--- src/rtl/regfile_stream_reader.sv ---
// Read-side sequencer: walks an address range on a register-file read port and streams words out.
// Optional XOR checksum of streamed words: define REGFILE_STREAM_READER_CHECKSUM_EN.
module regfile_stream_reader #(
    parameter int unsigned DATA_WIDTH = 16,
    parameter int unsigned ADDR_WIDTH = 3
) (
    input  logic                  clk,
    input  logic                  rst,
    input  logic                  start,
    input  logic [ADDR_WIDTH-1:0] startAddr,
    input  logic [ADDR_WIDTH-1:0] endAddr,
    output logic [ADDR_WIDTH-1:0] rdAddr,
    input  logic [DATA_WIDTH-1:0] rdData,
    output logic [DATA_WIDTH-1:0] outData,
    output logic [ADDR_WIDTH-1:0] outAddr,
    output logic                  outValid,
    input  logic                  outReady,
    output logic                  busy,
    output logic                  done
`ifdef REGFILE_STREAM_READER_CHECKSUM_EN
    ,
    output logic [DATA_WIDTH-1:0] checksum
`endif
);

    typedef enum logic [1:0] {
        S_IDLE = 2'd0,
        S_READ = 2'd1,
        S_OUT  = 2'd2,
        S_DONE = 2'd3
    } state_e;

    state_e                state_q, state_d;
    logic [ADDR_WIDTH-1:0] cur_addr_q, cur_addr_d;
    logic [ADDR_WIDTH-1:0] end_addr_q, end_addr_d;
    logic [ADDR_WIDTH-1:0] rd_addr_q, rd_addr_d;
    logic [DATA_WIDTH-1:0] out_data_q, out_data_d;
    logic [ADDR_WIDTH-1:0] out_addr_q, out_addr_d;
    logic                  out_valid_q, out_valid_d;
    logic                  busy_q, busy_d;
    logic                  done_q, done_d;
    logic [ADDR_WIDTH-1:0] next_addr;
`ifdef REGFILE_STREAM_READER_CHECKSUM_EN
    logic [DATA_WIDTH-1:0] checksum_q, checksum_d;
`endif

    assign next_addr = ADDR_WIDTH'(cur_addr_q + 1'b1);

    // Next-state and registered-output decode; status flags follow the next state.
    always_comb begin
        state_d    = state_q;
        cur_addr_d = cur_addr_q;
        end_addr_d = end_addr_q;
        rd_addr_d  = rd_addr_q;
        out_data_d = out_data_q;
        out_addr_d = out_addr_q;
`ifdef REGFILE_STREAM_READER_CHECKSUM_EN
        checksum_d = checksum_q;
`endif
        unique case (state_q)
            S_IDLE: begin
                rd_addr_d = '0;
                if (start) begin
                    cur_addr_d = startAddr;
                    end_addr_d = endAddr;
                    rd_addr_d  = startAddr;
                    state_d    = S_READ;
`ifdef REGFILE_STREAM_READER_CHECKSUM_EN
                    checksum_d = '0;
`endif
                end
            end
            S_READ: begin
                out_data_d = rdData;
                out_addr_d = cur_addr_q;
                state_d    = S_OUT;
            end
            S_OUT: begin
                if (outReady) begin
`ifdef REGFILE_STREAM_READER_CHECKSUM_EN
                    checksum_d = checksum_q ^ out_data_q;
`endif
                    if (cur_addr_q == end_addr_q) begin
                        rd_addr_d = '0;
                        state_d   = S_DONE;
                    end else begin
                        cur_addr_d = next_addr;
                        rd_addr_d  = next_addr;
                        state_d    = S_READ;
                    end
                end
            end
            S_DONE: begin
                rd_addr_d = '0;
                state_d   = S_IDLE;
            end
            default: state_d = S_IDLE;
        endcase
        out_valid_d = (state_d == S_OUT);
        busy_d      = (state_d != S_IDLE);
        done_d      = (state_d == S_DONE);
    end

    always_ff @(posedge clk) begin
        if (rst) begin
            state_q     <= S_IDLE;
            cur_addr_q  <= '0;
            end_addr_q  <= '0;
            rd_addr_q   <= '0;
            out_data_q  <= '0;
            out_addr_q  <= '0;
            out_valid_q <= 1'b0;
            busy_q      <= 1'b0;
            done_q      <= 1'b0;
`ifdef REGFILE_STREAM_READER_CHECKSUM_EN
            checksum_q  <= '0;
`endif
        end else begin
            state_q     <= state_d;
            cur_addr_q  <= cur_addr_d;
            end_addr_q  <= end_addr_d;
            rd_addr_q   <= rd_addr_d;
            out_data_q  <= out_data_d;
            out_addr_q  <= out_addr_d;
            out_valid_q <= out_valid_d;
            busy_q      <= busy_d;
            done_q      <= done_d;
`ifdef REGFILE_STREAM_READER_CHECKSUM_EN
            checksum_q  <= checksum_d;
`endif
        end
    end

    assign rdAddr   = rd_addr_q;
    assign outData  = out_data_q;
    assign outAddr  = out_addr_q;
    assign outValid = out_valid_q;
    assign busy     = busy_q;
    assign done     = done_q;
`ifdef REGFILE_STREAM_READER_CHECKSUM_EN
    assign checksum = checksum_q;
`endif

endmodule
--- config.mk ---
export PLATFORM = sky130hd
export DESIGN_NAME = regfile_stream_reader
export DESIGN_NICKNAME = d
export VERILOG_FILES = /design/src/rtl/regfile_stream_reader.sv
export SDC_FILE = /design/constraint.sdc
export NUM_CORES = 1
export LEC_CHECK = 0
export BUFFER_PORTS_ARGS = -buffer_cell sky130_fd_sc_hd__buf_2
export CAP_MARGIN = 20
export CORE_MARGIN = 2
export CORE_UTILIZATION = 35
export CTS_CLUSTER_DIAMETER = 120
export DETAILED_ROUTE_END_ITERATION = 6
export PLACE_DENSITY = 0.64
export SLEW_MARGIN = 20
export SYNTH_ARGS = -nofsm -noshare
export SYNTH_HDL_FRONTEND = slang
export SYNTH_SLANG_ARGS = --single-unit
--- constraint.sdc ---
create_clock -name clk -period 2.07 [get_ports clk]
set_input_delay 0.1035 -clock clk [delete_from_list [all_inputs] [get_ports clk]]
set_output_delay 0.1035 -clock clk [all_outputs]
set_load 0.02 [all_outputs]
# After elaboration in Yosys (flattened, before gate mapping)
# Index checks and enable logic that the tools add are counted.
[totals]
out_inout_bits = 25
mem_bits_ro = 0
reg_bits = 33
ramBits = 0
elab_cells = 38
n_memories = 0
latchBits = 0
in_bits = 26
[op_classes]
addsub = 1
bitwise = 0
n_mux = 12
magnitude_cmp = 0
eq_ne = 9
reduce_logical = 7
n_mul = 0
shift = 0
div_mod_pow = 0
[op_table]
columns = ["op", "n"]
rows = [
  ["$mux 3", 6],
  ["$pmux 3 s3", 1],
  ["$eq 2x2->1 const B", 4],
  ["$pmux 2 s4", 1],
  ["$mux 2", 3],
  ["$ne 2x2->1 const B", 3],
  ["$pmux 3 s2", 1],
  ["$reduce_and 2->1", 2],
  ["$reduce_and 4->1", 1],
  ["$reduce_bool 2->1", 2],
  ["$add 3x1->3 const B", 1],
  ["$eq 3x3->1", 1],
  ["$reduce_bool 3->1", 1],
  ["$eq 2x1->1 const B", 1],
  ["$logic_not 2->1", 1],
]

# Logic depth before layout (Yosys ltp)
# Gate-level depths: netlist (run 1).
[depth]
ltp_word = 5
ltp_mapped = 6
ltp_nobuf = 5

# Worst setup path after synthesis (run 1)
# Ideal clock, no wire load.
[synth_timing]
path_kind = "reg2reg"
startpoint = "register state_q[0]"
endpoint = "register cur_addr_q[1]"
path_buffers = 1
t_required_ns = 1.999
setup_time_ns = 0.071
t_arrival_ns = 1.236
slack_ns = 0.764
synth_period_minus_slack_ns = 1.306
path_stages_with_launch = 6
path_cell_list = "dfxtp_1 -> nand2b_1 -> buf_6 -> and4b_4 -> or3_1 -> a21oi_1"
[synth_via]
elab_chain_len = 3
word_cells_on_any_way = 8
cone_classes = "4 x eq/ne; 1 x mux; 3 x reduce/logical"
[synth_lines]
columns = ["item", "line", "source"]
rows = [
  ["start: declaration", "33", "state_e state_q, state_d;"],
  ["start signal: assignment", "119", "state_q <= state_d;"],
  ["$eq 2x2->1 / $logic_not 2->1 (equally long branches)", "60", "unique case (state_q)"],
  ["$ne 2x2->1 (no line) / $reduce_bool 2->1 (equally long branches)", "-", ""],
  ["$reduce_and 4->1 (no line)", "-", ""],
  ["end signal: assignment", "120", "cur_addr_q <= cur_addr_d;"],
  ["end: declaration", "34", "logic [ADDR_WIDTH-1:0] cur_addr_q, cur_addr_d;"],
]
# Several ways; a longest one is shown, not always the timed one.
# A chain may end at the register's enable or synchronous reset.

# Worst setup path after layout (run 1)
[layout_timing]
startpoint = "register state_q[0]"
endpoint = "register cur_addr_q[2]"
# Same word-level chain as after synthesis.

==> qor.txt, run 1 <==
================================================================================
Status                                                                 completed
Terminus of the critical flop-to-flop path                          cur_addr_q[2]
Proportion of synthesized chip area in sequential cells                    50.1%
Count of mapped cells out of synthesis                                       160
Clock-pin slew on the worst setup and hold paths                         0.06 ns
Proportion of layout cells with a drive suffix above 1                     29.7%
Starting DRT DRC Count                                                        58
Pin count of the biggest net entering global routing                          35
Largest fanout on the critical path                                           13
Compound-gate portion of the synthesized area                              19.2%
Height of the chip                                                       65.4 um
Switching power of the nets                                             0.410 mW
Standard-cell row count                                                       22
Dominant synthesized flop cell                                      sky130_fd_sc_hd__dfxtp_1
Clock power share                                                          38.4%
Area of the core                                                        3630 um2
Worst setup path endpoint                                           cur_addr_q[2]
Total of hold buffers inserted after clock tree synthesis                      0
Final estimated routing congestion in global placement                     0.844
Via-per-instance ratio                                                      4.78
Number of different library cells in the post-synthesis netlist               28
Number of routed nets with antenna violations                                  0
Startpoint type of the worst setup path                                 register
Number of cell instances on the worst register-to-register path                4
Post-route clock skew                                                 0.00148 ns
Required time at the worst-slack endpoint                                2.28 ns
Post-Synthesis Mean Instance Area                                       8.23 um2
Clock tree from TritonCTS                                                    yes
Cell-internal power                                                      1.18 mW
Buffers on Ports                                                              50
Number of endpoints failing setup at the final stage                           0
Inserted Clock Buffers                                                         5
Number of top-level pins                                                      51
Die width                                                                65.4 um
Resized cells post-CTS                                                         0
Effective utilization at floorplan                                         36.3%
All-layer global routing usage                                             15.2%
Setup repair after global routing missed its margin                           no
Crit Path Class                                                          reg2reg
Critical R2R Launch                                                   state_q[0]
Dominant combinational cell family by area after synthesis          simple AND/OR/NAND/NOR gates
Simple-gate portion of the synthesized area                                21.2%
Pins over their slew limit                                                     0
Combinational share of power                                               16.6%
Synth warn                                                                     0
Area enclosed by the die boundary                                       4270 um2
Number of sinks handled by clock tree synthesis                               33
Post-route setup slack                                                  0.375 ns
Clk_lat worst skew                                                       0.28 ns
CP arrival                                                               1.90 ns
Area overhead of the layout relative to synthesis                          30.6%
NumNets Final                                                                238
Hold Slack                                                             0.0573 ns
Detailed Route WL                                                        3.10 mm
Layout fillers                                                               381
Number of enable-type register cells in the synthesized netlist                0
Seq pwr share                                                              45.0%
Number of post-CTS setup repair buffers                                        0
First-pass GRT wire length                                               4.93 mm
Maximum clock frequency                                                0.590 GHz
Number of antenna violations at the first check in global routing              0
Commonest non-fill, non-tap cell in the layout                      sky130_fd_sc_hd__buf_2
Wire length per cell after detailed routing                              11.9 um
Worst setup timing slack at the placement stage                         0.466 ns
Via count of the first global-routing pass                                  1077
Longest Clk Path Bufs                                                          2
Top library cells by usage in the layout, fill and taps aside       50 x sky130_fd_sc_hd__buf_2, 42 x sky130_fd_sc_hd__nand2_1, 33 x sky130_fd_sc_hd__dfxtp_1
Setup TNS                                                                   0 ns
FFs w/ async S/R, synth                                                       0%
LEAKAGE                                                                 0.773 nW
Final Non-Filler Cells                                                       260
Flip-flop and latch count after synthesis                                     33
Maximum level of the CTS H-tree                                                2
XOR/XNOR Fraction of Synth Area                                            2.66%
Setup crit end kind                                                     register
Tightest Hold Check Type                                                  in2reg
Adder-cell share of the synthesized area                                  0.950%
Multiplexer area fraction after synthesis                                  1.52%
Final HPWL from detailed placement                                       2.10 mm
Actual slew at the worst max-slew pin                                   0.608 ns
Placed insts                                                                 252
Post-route DRC                                                                 0
Overall via count from detail_route                                         1242
Top cell type's share of synthesized area                                  50.1%
Launching instance or port of the critical path                       state_q[0]
Synthesized cell area                                                   1320 um2
Pre-Repair DR Iteration Count                                                  4
Number of inserted diodes                                                      0
Largest area contributor in the synthesized netlist                 sky130_fd_sc_hd__dfxtp_1
Worst ir drop on vdd                                                      307 uV
Final number of hold-violating endpoints                                       0
Cell chosen for the clock root                                      sky130_fd_sc_hd__clkbuf_8
Share of the clock period used by the worst path after layout              81.9%
Reg2reg setup slack                                                      0.38 ns
Remaining Overflow, GRT                                                        0
Total power per unit cell area                                        921 nW/um2
Clock period minus final worst setup slack                               1.69 ns
Switching part of the total                                                25.9%
Post-Synthesis Net Count                                                     187
Cell types occupying the most area after synthesis                  sky130_fd_sc_hd__dfxtp_1 50%, sky130_fd_sc_hd__nand2_1 12%, sky130_fd_sc_hd__a21oi_1 11%, sky130_fd_sc_hd__nor2_1 2.3%, sky130_fd_sc_hd__xnor2_1 2.0%
Worst rel slew slack                                                       59.4%
Total of max-cap violations                                                    0
================================================================================
[per-stage QoR]
| step | util, % | power [mW] | cell area, um2 |
|---|---|---|---|
| 2_1_floorplan | - | 0.899 | 1320 |
| 4_1_cts | 47.3 | 1.60 | 1720 |
| 3_3_place_gp | 44.1 | 0.987 | 1600 |
| 6_report | 47.3 | 1.59 | 1720 |
| 3_5_place_dp | 44.1 | 0.988 | 1600 |
| 5_1_grt | 47.3 | 1.67 | 1720 |
[per-layer routing]
| metal | vias up | track usage, % | share of wire, % |
|---|---|---|---|
| met5 | - | 0 | 0 |
| met4 | 0 | 6.25 | 1.5 |
| met3 | 5 | 5.48 | 5.5 |
| met2 | 37 | 24.9 | 46 |
| met1 | 556 | 18.1 | 46 |
| li1 | 644 | - | - |
[state kept, by name (all words and copies together), names as in the netlist]
name / cells
end_addr_q: 3
outData: 16
outValid: 1
state_q: 2
done: 1
cur_addr_q: 3
busy: 1
outAddr: 3
rdAddr: 3
[worst min path at each step]
stage | from | to | slack, ns | cells after the start
after floorplan | rdData[0] | outData[0] | 0.24 | 2
after global placement | rdData[10] | outData[10] | 0.35 | 3
after detailed placement | rdData[10] | outData[10] | 0.35 | 3
after CTS | rdData[10] | outData[10] | 0.05 | 3
after global routing | rdData[15] | outData[15] | 0.05 | 3
final | rdData[15] | outData[15] | 0.06 | 3
[power by group through the flow]
| stage | sequential [mW] | combinational [mW] | clock (mW) |
|---|---|---|---|
| 2_1_floorplan | 0.752 | 0.147 | 0 |
| 3_3_place_gp | 0.725 | 0.262 | 0 |
| 3_5_place_dp | 0.726 | 0.262 | 0 |
| 4_1_cts | 0.712 | 0.265 | 0.627 |
| 5_1_grt | 0.719 | 0.290 | 0.657 |
| 6_report | 0.713 | 0.264 | 0.609 |
[worst max-delay path, cell delays in order, from the launching register on]
cell,delay (ns)
sky130_fd_sc_hd__dfxtp_1,0.55
sky130_fd_sc_hd__nand2b_1,0.32
sky130_fd_sc_hd__and4b_4,0.27
sky130_fd_sc_hd__or3_1,0.34
sky130_fd_sc_hd__a21oi_1,0.14
[synth_stat cells, types with 2 or more instances]
library cell / instances
sky130_fd_sc_hd__xnor2_1: 3
sky130_fd_sc_hd__a21o_1: 2
sky130_fd_sc_hd__buf_4: 2
sky130_fd_sc_hd__or3_1: 2
sky130_fd_sc_hd__mux2i_1: 2
sky130_fd_sc_hd__a21oi_1: 29
sky130_fd_sc_hd__dfxtp_1: 33
sky130_fd_sc_hd__nor2_1: 8
sky130_fd_sc_hd__nand2_1: 42
sky130_fd_sc_hd__a41oi_1: 2
sky130_fd_sc_hd__o21ai_0: 5
sky130_fd_sc_hd__nor3_1: 4
sky130_fd_sc_hd__clkbuf_1: 6
sky130_fd_sc_hd__o22ai_1: 3
sky130_fd_sc_hd__nand2b_1: 4
[layout make-up]
type                            count  area, um2  share of cell area, %
Tap cell                           48       60.1                   3.49
Multi-Input combinational cell    116        599                   34.8
Timing Repair Buffer               54        280                   16.3
Inverter                            1       3.75                  0.218
Clock buffer                        7       86.3                   5.02
Sequential cell                    33        661                   38.4
Clock inverter                      1       30.0                   1.75
[kinds of logic (layout without fill, tap and decap cells)]
logic type,count (synthesis),in the layout
compound gates,45,45
fa+ha+maj,1,1
simple gates,64,64
buf+inv,11,63
xor+xnor,4,4
mux,2,2
flops,33,33
Note: power is estimated with default switching activity, not from simulation.
==> inputs of run 2 (changes only) <==
ABC_AREA = 1   (was not set)
clock period = 1.7 ns   (was 2.07 ns; I/O delays follow)
==> qor.txt, run 2 <==
================================================================================
Status                                                                 completed
Pre-Repair DR Iteration Count                                                  6   +2
Dominant combinational cell family by area after synthesis          simple AND/OR/NAND/NOR gates
Pins over their slew limit                                                     0   unchanged
Wire length per cell after detailed routing                              10.3 um   -14%
Top cell type's share of synthesized area                                  51.8%   +1.6 points
Detailed Route WL                                                        2.86 mm   -7.6%
Number of inserted diodes                                                      0   unchanged
Actual slew at the worst max-slew pin                                   0.242 ns   -0.367 ns
Proportion of layout cells with a drive suffix above 1                     28.0%   -1.7 points
Number of sinks handled by clock tree synthesis                               33   unchanged
Number of flip-flops under the largest register name                          16   unchanged
Total power per unit cell area                                        990 nW/um2   +7.4%
Multiplexer area fraction after synthesis                                     0%   -1.5 points
Standard-cell row count                                                       21   -4.5%
Cell types occupying the most area after synthesis                  sky130_fd_sc_hd__dfxtp_1 52%, sky130_fd_sc_hd__nor2_1 12%, sky130_fd_sc_hd__o21ai_0 9.4%, sky130_fd_sc_hd__nand2_1 7.9%, sky130_fd_sc_hd__inv_1 4.1%
Final estimated routing congestion in global placement                     0.795   -5.8%
Final core occ                                                             50.4%   +3.1 points
Synthesized cell area                                                   1280 um2   -3.1%
Number of antenna violations at the first check in global routing              0   unchanged
Worst Hold Endpoint                                                   outData[2]
CP arrival                                                               1.49 ns   -0.41 ns
Compound-gate portion of the synthesized area                              15.3%   -3.9 points
Count of mapped cells out of synthesis                                       168   +5.0%
Starting DRT DRC Count                                                        28   -52%
Share of the clock period used by the worst path after layout              71.5%   -10 points
Longest Clk Path Bufs                                                          2   unchanged
XOR/XNOR Fraction of Synth Area                                           0.686%   -2.0 points
Post-route clock skew                                                 0.00616 ns   +0.00468 ns
Setup repair after global routing missed its margin                           no
Final number of hold-violating endpoints                                       0   unchanged
Largest fanout on the critical path                                            9   -4
Post-route DRC                                                                 0   unchanged
Number of cell instances on the worst register-to-register path                8   +4
Area of the core                                                        3420 um2   -6.0%
Overall via count from detail_route                                         1256   +1.1%
Number of enable-type register cells in the synthesized netlist                0   unchanged
Height of the chip                                                       64.4 um   -1.5%
Reg2reg setup slack                                                      0.48 ns   +0.11 ns
First-pass GRT wire length                                               4.70 mm   -4.8%
Leading cell type by number of instances after synthesis            sky130_fd_sc_hd__nor2_1
Worst rel slew slack                                                       83.8%   +24 points
Setup crit end kind                                                     register
Required time at the worst-slack endpoint                                1.97 ns   -0.31 ns
Flip-flop and latch count after synthesis                                     33   unchanged
Total of max-cap violations                                                    0   unchanged
Simple-gate portion of the synthesized area                                24.9%   +3.7 points
Leading cell types by count after synthesis                         42 x sky130_fd_sc_hd__nor2_1, 33 x sky130_fd_sc_hd__dfxtp_1, 27 x sky130_fd_sc_hd__nand2_1
Hold_sp                                                                rdData[2]
Top library cells by usage in the layout, fill and taps aside       50 x sky130_fd_sc_hd__buf_2, 42 x sky130_fd_sc_hd__nor2_1, 33 x sky130_fd_sc_hd__dfxtp_1
Largest area contributor in the synthesized netlist                 sky130_fd_sc_hd__dfxtp_1
Tightest Hold Check Type                                                  in2reg
Number of endpoints failing setup at the final stage                           0   unchanged
Dominant synthesized flop cell                                      sky130_fd_sc_hd__dfxtp_1
Proportion of synthesized chip area in sequential cells                    51.8%   +1.6 points
Number of routed nets with antenna violations                                  0   unchanged
Worst ir drop on vdd                                                      432 uV   +41%
Crit Path Class                                                          reg2reg
NumNets Final                                                                260   +9.2%
Commonest non-fill, non-tap cell in the layout                      sky130_fd_sc_hd__buf_2
Clk_lat worst skew                                                       0.33 ns   +0.05 ns
FFs w/ async S/R, synth                                                       0%   unchanged
Effective utilization at floorplan                                         37.4%   +1.1 points
Post-Synthesis Mean Instance Area                                       7.60 um2   -7.7%
Terminus of the critical flop-to-flop path                          cur_addr_q[0]
Buffers on Ports                                                              50   unchanged
Area enclosed by the die boundary                                       4150 um2   -2.9%
Area overhead of the layout relative to synthesis                          34.9%
Remaining Overflow, GRT                                                        0   unchanged
Die width                                                                64.4 um   -1.5%
Via count of the first global-routing pass                                  1103   +2.4%
Final HPWL from detailed placement                                       1.99 mm   -5.3%
Synth warn                                                                     0   unchanged
Maximum clock frequency                                                0.823 GHz   +39%
Clock tree from TritonCTS                                                    yes
Critical R2R Launch                                                   state_q[1]
Resized cells post-CTS                                                         0   unchanged
All-layer global routing usage                                             14.9%   -0.35 points
Clock-pin slew on the worst setup and hold paths                         0.09 ns   +0.03 ns
Number of stages on the worst hold path                                        3   unchanged
Post-Synthesis Net Count                                                     195   +4.3%
Maximum level of the CTS H-tree                                                2   unchanged
Inserted Clock Buffers                                                         5   unchanged
Pin count of the biggest net entering global routing                          26   -26%
Adder-cell share of the synthesized area                                  0.980%   +0.031 points
Setup TNS                                                                   0 ns   unchanged
Via-per-instance ratio                                                      4.52   -5.4%
LEAKAGE                                                                 0.864 nW   +12%
Cell chosen for the clock root                                      sky130_fd_sc_hd__clkbuf_4
Number of different library cells in the post-synthesis netlist               18   -36%
Startpoint type of the worst setup path                                 register
Clock period minus final worst setup slack                               1.22 ns   -0.479 ns
Number of top-level pins                                                      51   unchanged
================================================================================
-- run 2: cell count changes after synthesis, moves of 3 or more --
cell	before	now
sky130_fd_sc_hd__a21oi_1	29	10
sky130_fd_sc_hd__nor2_1	8	42
sky130_fd_sc_hd__nor3_1	4	0
sky130_fd_sc_hd__nand3_1	1	4
sky130_fd_sc_hd__clkbuf_1	6	2
sky130_fd_sc_hd__nand2b_1	4	0
sky130_fd_sc_hd__nand2_1	42	27
sky130_fd_sc_hd__o22ai_1	3	0
sky130_fd_sc_hd__o21ai_0	5	24
sky130_fd_sc_hd__inv_1	1	14
-- run 2: area by class of cell --
cell class / instances / area (um2)
clock buffers: 5 / 37.5
clock inverters: 1 / 5.00
fillers: 362 / 1690
inverters: 15 / 56.3
multi-input cells: 115 / 534
flip-flops and latches: 33 / 661
well taps: 46 / 57.6
repair buffers: 63 / 370
-- run 2: cell families (layout without fill, tap and decap cells) --
group / after synthesis / count (layout)
AOI/OAI and AO/OA: 36 / 36
adders and majority gates: 1 / 1
DFF: 33 / 33
xor gates and xnor gates: 1 / 1
and+or+nand+nor: 77 / 77
buffers and inverters: 20 / 84
-- run 2: per-layer routing --
metal  vias up  GRT usage (%)  wire length, um
met1       549           17.0             1340
met2        37           24.1             1270
li1        665              -                -
met5         -              0                0
met4         0           6.38               46
met3         5           6.51              204
-- run 2: power by group --
group | leakage, nW | internal (mW) | switching [mW] | total (mW)
Combinational | 0.566 | 0.164 | 0.257 | 0.422
Clock | 0.0269 | 0.143 | 0.243 | 0.386
Sequential | 0.272 | 0.853 | 0.0423 | 0.896
Total | 0.864 | 1.16 | 0.543 | 1.70
-- run 2: worst max path at each step --
stage | start | end | slack [ns] | depth (start not counted)
2_1_floorplan | state_q[1] | cur_addr_q[0] | 0.62 | 7
3_3_place_gp | state_q[1] | busy | 0.51 | 8
3_5_place_dp | state_q[1] | cur_addr_q[0] | 0.50 | 7
4_1_cts | state_q[1] | busy | 0.48 | 6
5_1_grt | state_q[1] | busy | 0.35 | 8
6_report | state_q[1] | cur_addr_q[0] | 0.48 | 8
-- run 2: stage by stage --
step	cells	area [um2]	setup slack [ns]	total power, mW	hold WS [ns]
detailed placement	263	1590	0.497	1.32	0.334
global placement	263	1590	0.509	1.32	0.335
floorplan	168	1280	0.622	1.19	0.154
finish	278	1720	0.484	1.70	0.00641
CTS	278	1720	0.479	1.72	0.00178
global route	278	1720	0.353	1.83	0.00589
-- run 2: repair_timing --
action | CTS | global route
hold buffers | 9 | 0
setup endpoints to repair | 0 | 0
buffers inserted | 0 | 0
hold endpoints to repair | 13 | 0
-- run 2: critical path, cell delays in order, from the launching register on --
cell	delay [ns]
sky130_fd_sc_hd__dfxtp_1	0.32
sky130_fd_sc_hd__inv_1	0.08
sky130_fd_sc_hd__nor2_4	0.14
sky130_fd_sc_hd__inv_2	0.10
sky130_fd_sc_hd__o21ai_4	0.23
sky130_fd_sc_hd__nand2_1	0.10
sky130_fd_sc_hd__nand2_1	0.06
sky130_fd_sc_hd__nand2_1	0.04
sky130_fd_sc_hd__nor2_1	0.08
==> inputs of run 3 (changes only) <==
clock period = 1.15 ns   (was 1.7 ns; I/O delays follow)
==> qor.txt, run 3 (same netlist as run 2, synthesis figures left out) <==
================================================================================
Status                                                              finished with violations
Violations in the final reports                                     negative setup slack
Worst ir drop on vdd                                                      690 uV   +60%
Pin count of the biggest net entering global routing                          27   +3.8%
Wire length per cell after detailed routing                              11.1 um   +7.9%
Overall via count from detail_route                                         1384   +10%
Number of flip-flops under the largest register name                          16   unchanged
Placed cell area                                                        1650 um2   +3.6%
Number of inserted diodes                                                      0   unchanged
Number of endpoints failing setup at the final stage                           8   +8
All-layer global routing usage                                             16.2%   +1.3 points
Top library cells by usage in the layout, fill and taps aside       50 x sky130_fd_sc_hd__buf_2, 42 x sky130_fd_sc_hd__nor2_1, 30 x sky130_fd_sc_hd__dfxtp_1
Effective utilization at floorplan                                         37.4%   unchanged
Area of the core                                                        3420 um2   unchanged
Pre-Repair DR Iteration Count                                                  4   -2
Commonest non-fill, non-tap cell in the layout                      sky130_fd_sc_hd__buf_2
Layout fillers                                                               324   -10%
Worst rel slew slack                                                       84.5%   +0.67 points
Area enclosed by the die boundary                                       4150 um2   unchanged
Largest stage delay on the critical path                                 0.33 ns   about the same
Buffers on Ports                                                              50   unchanged
Inserted Clock Buffers                                                         5   unchanged
Clock period minus final worst setup slack                               1.22 ns   +0.00822 ns
Share of the clock period used by the worst path after layout               106%   +35 points
LEAKAGE                                                                 0.985 nW   +14%
Largest fanout on the critical path                                            5   -4
Final Non-Filler Cells                                                       302   +8.6%
Post-route setup slack                                                -0.0740 ns   -0.558 ns
Number of routed nets with antenna violations                                  0   unchanged
Critical path buffer and inverter count                                        2   unchanged
Final design area excluding fillers                                     2020 um2   +18%
Placed insts                                                                 269   +2.3%
Area overhead of the layout relative to synthesis                          58.6%
Maximum level of the CTS H-tree                                                2   unchanged
Startpoint type of the worst setup path                                 register
Setup repair after global routing missed its margin                          yes
Clock tree from TritonCTS                                                    yes
Remaining Overflow, GRT                                                        0   unchanged
Slowest library cell on the worst path                              sky130_fd_sc_hd__dfxtp_2
Detailed Route WL                                                        3.35 mm   +17%
Setup crit end kind                                                     register
Cell chosen for the clock root                                      sky130_fd_sc_hd__clkbuf_4
Height of the chip                                                       64.4 um   unchanged
Tightest Hold Check Type                                                  in2reg
Number of top-level pins                                                      51   unchanged
CP arrival                                                               1.46 ns   -0.03 ns
Cell-by-cell trace of the critical path                             inv_2 -> nor2_4 -> buf_4 -> nand4_4 -> a21oi_1 -> nor2_1
Proportion of layout cells with a drive suffix above 1                     35.2%   +7.1 points
Total of max-cap violations                                                    0   unchanged
Clock-pin slew on the worst setup and hold paths                         0.10 ns   about the same
Total area of multi-input combinational cells                            589 um2   +10%
Longest Clk Path Bufs                                                          2   unchanged
Maximum clock frequency                                                0.817 GHz   -0.67%
Number of antenna violations at the first check in global routing              0   unchanged
Area of all sequential standard cells                                    664 um2   +0.57%
Crit Path Class                                                          reg2reg
Post-route clock skew                                                 0.00780 ns   +0.00164 ns
NumNets Final                                                                282   +8.5%
Pins over their slew limit                                                     0   unchanged
Final number of hold-violating endpoints                                       0   unchanged
Clk_lat worst skew                                                       0.34 ns   about the same
Total power per unit cell area                                       1500 nW/um2   +51%
Via count of the first global-routing pass                                  1231   +12%
Final estimated routing congestion in global placement                     0.775   -2.5%
Final HPWL from detailed placement                                       2.03 mm   +1.9%
Required time at the worst-slack endpoint                                1.39 ns   -0.58 ns
Via-per-instance ratio                                                      4.58   +1.4%
Starting DRT DRC Count                                                        49   +75%
Post-route DRC                                                                 0   unchanged
Die width                                                                64.4 um   unchanged
First-pass GRT wire length                                               5.11 mm   +8.8%
Number of sinks handled by clock tree synthesis                               33   unchanged
Actual slew at the worst max-slew pin                                   0.232 ns   -0.00982 ns
Largest delay share family, worst path                              simple AND/OR/NAND/NOR gates
Standard-cell row count                                                       21   unchanged
================================================================================
run 3: changes by cell type in the layout (fill, tap and decap cells not counted), moves of 2 or more:
cell	delta
sky130_fd_sc_hd__inv_1	-2
sky130_fd_sc_hd__nand2_2	+3
sky130_fd_sc_hd__buf_6	+2
sky130_fd_sc_hd__nand2_1	-4
sky130_fd_sc_hd__buf_4	+7
sky130_fd_sc_hd__dfxtp_1	-3
sky130_fd_sc_hd__dlygate4sd3_1	+10
sky130_fd_sc_hd__dfxtp_2	+3
run 3: what timing repair did:
| item | CTS | global route |
|---|---|---|
| cloned | 1 | 1 |
| gates resized for setup | 1 | 17 |
| setup buffers | 2 | 2 |
| pin swaps | 1 | 5 |
| endpoints found under the setup margin | 9 | 27 |
| endpoints found under the hold margin | 23 | 0 |
| hold buffers | 19 | 0 |
run 3: worst register-to-register path, stage by stage, from the launching register on:
cell and delay, ns:
sky130_fd_sc_hd__dfxtp_2 0.33, sky130_fd_sc_hd__inv_2 0.05, sky130_fd_sc_hd__nor2_4 0.19, sky130_fd_sc_hd__buf_4 0.16, sky130_fd_sc_hd__nand4_4 0.14, sky130_fd_sc_hd__a21oi_1 0.19, sky130_fd_sc_hd__nor2_1 0.07
run 3: final timing paths:
kind,start,cells after the start,endpoint,slack [ns]
min reg2reg,rdAddr[1],2,rdAddr[1],0.47
max reg2reg,state_q[1],6,cur_addr_q[1],-0.07
max,state_q[1],6,cur_addr_q[1],-0.07
min,endAddr[2],3,end_addr_q[2],0.01
run 3: cell type report:
class / count / area share (%)
flip-flops and latches: 33 / 32.8
multi-input cells: 117 / 29.1
repair buffers: 83 / 27.9
inverters: 15 / 2.90
well taps: 46 / 2.84
clock buffers: 6 / 2.53
clock inverters: 2 / 1.85
run 3: report_power, final:
group / internal [mW] / switching [mW]
Combinational: 0.338 / 0.443
Clock: 0.516 / 0.401
Sequential: 1.26 / 0.0665
run 3: through the flow:
step | setup TNS [ns] | power, mW | util [%] | setup slack [ns] | hold WS [ns]
after global placement | -0.102 | 1.99 | 48.2 | -0.0387 | 0.306
after CTS | -0.0793 | 2.98 | 57.1 | -0.0373 | 0.0124
after detailed placement | -0.167 | 2.00 | 48.2 | -0.0526 | 0.314
final | -0.293 | 3.03 | 59.3 | -0.0740 | 0.0107
after floorplan | 0 | 1.75 | - | 0.0722 | 0.127
after global routing | -0.807 | 3.20 | 59.3 | -0.116 | 0.0182
run 3: per-layer routing:
metal,routed length (um),vias to the layer above,track usage (%)
met5,0,-,0
met2,1700,38,28.3
met3,153,7,4.40
li1,-,715,-
met4,83,0,9.57
met1,1420,624,17.4
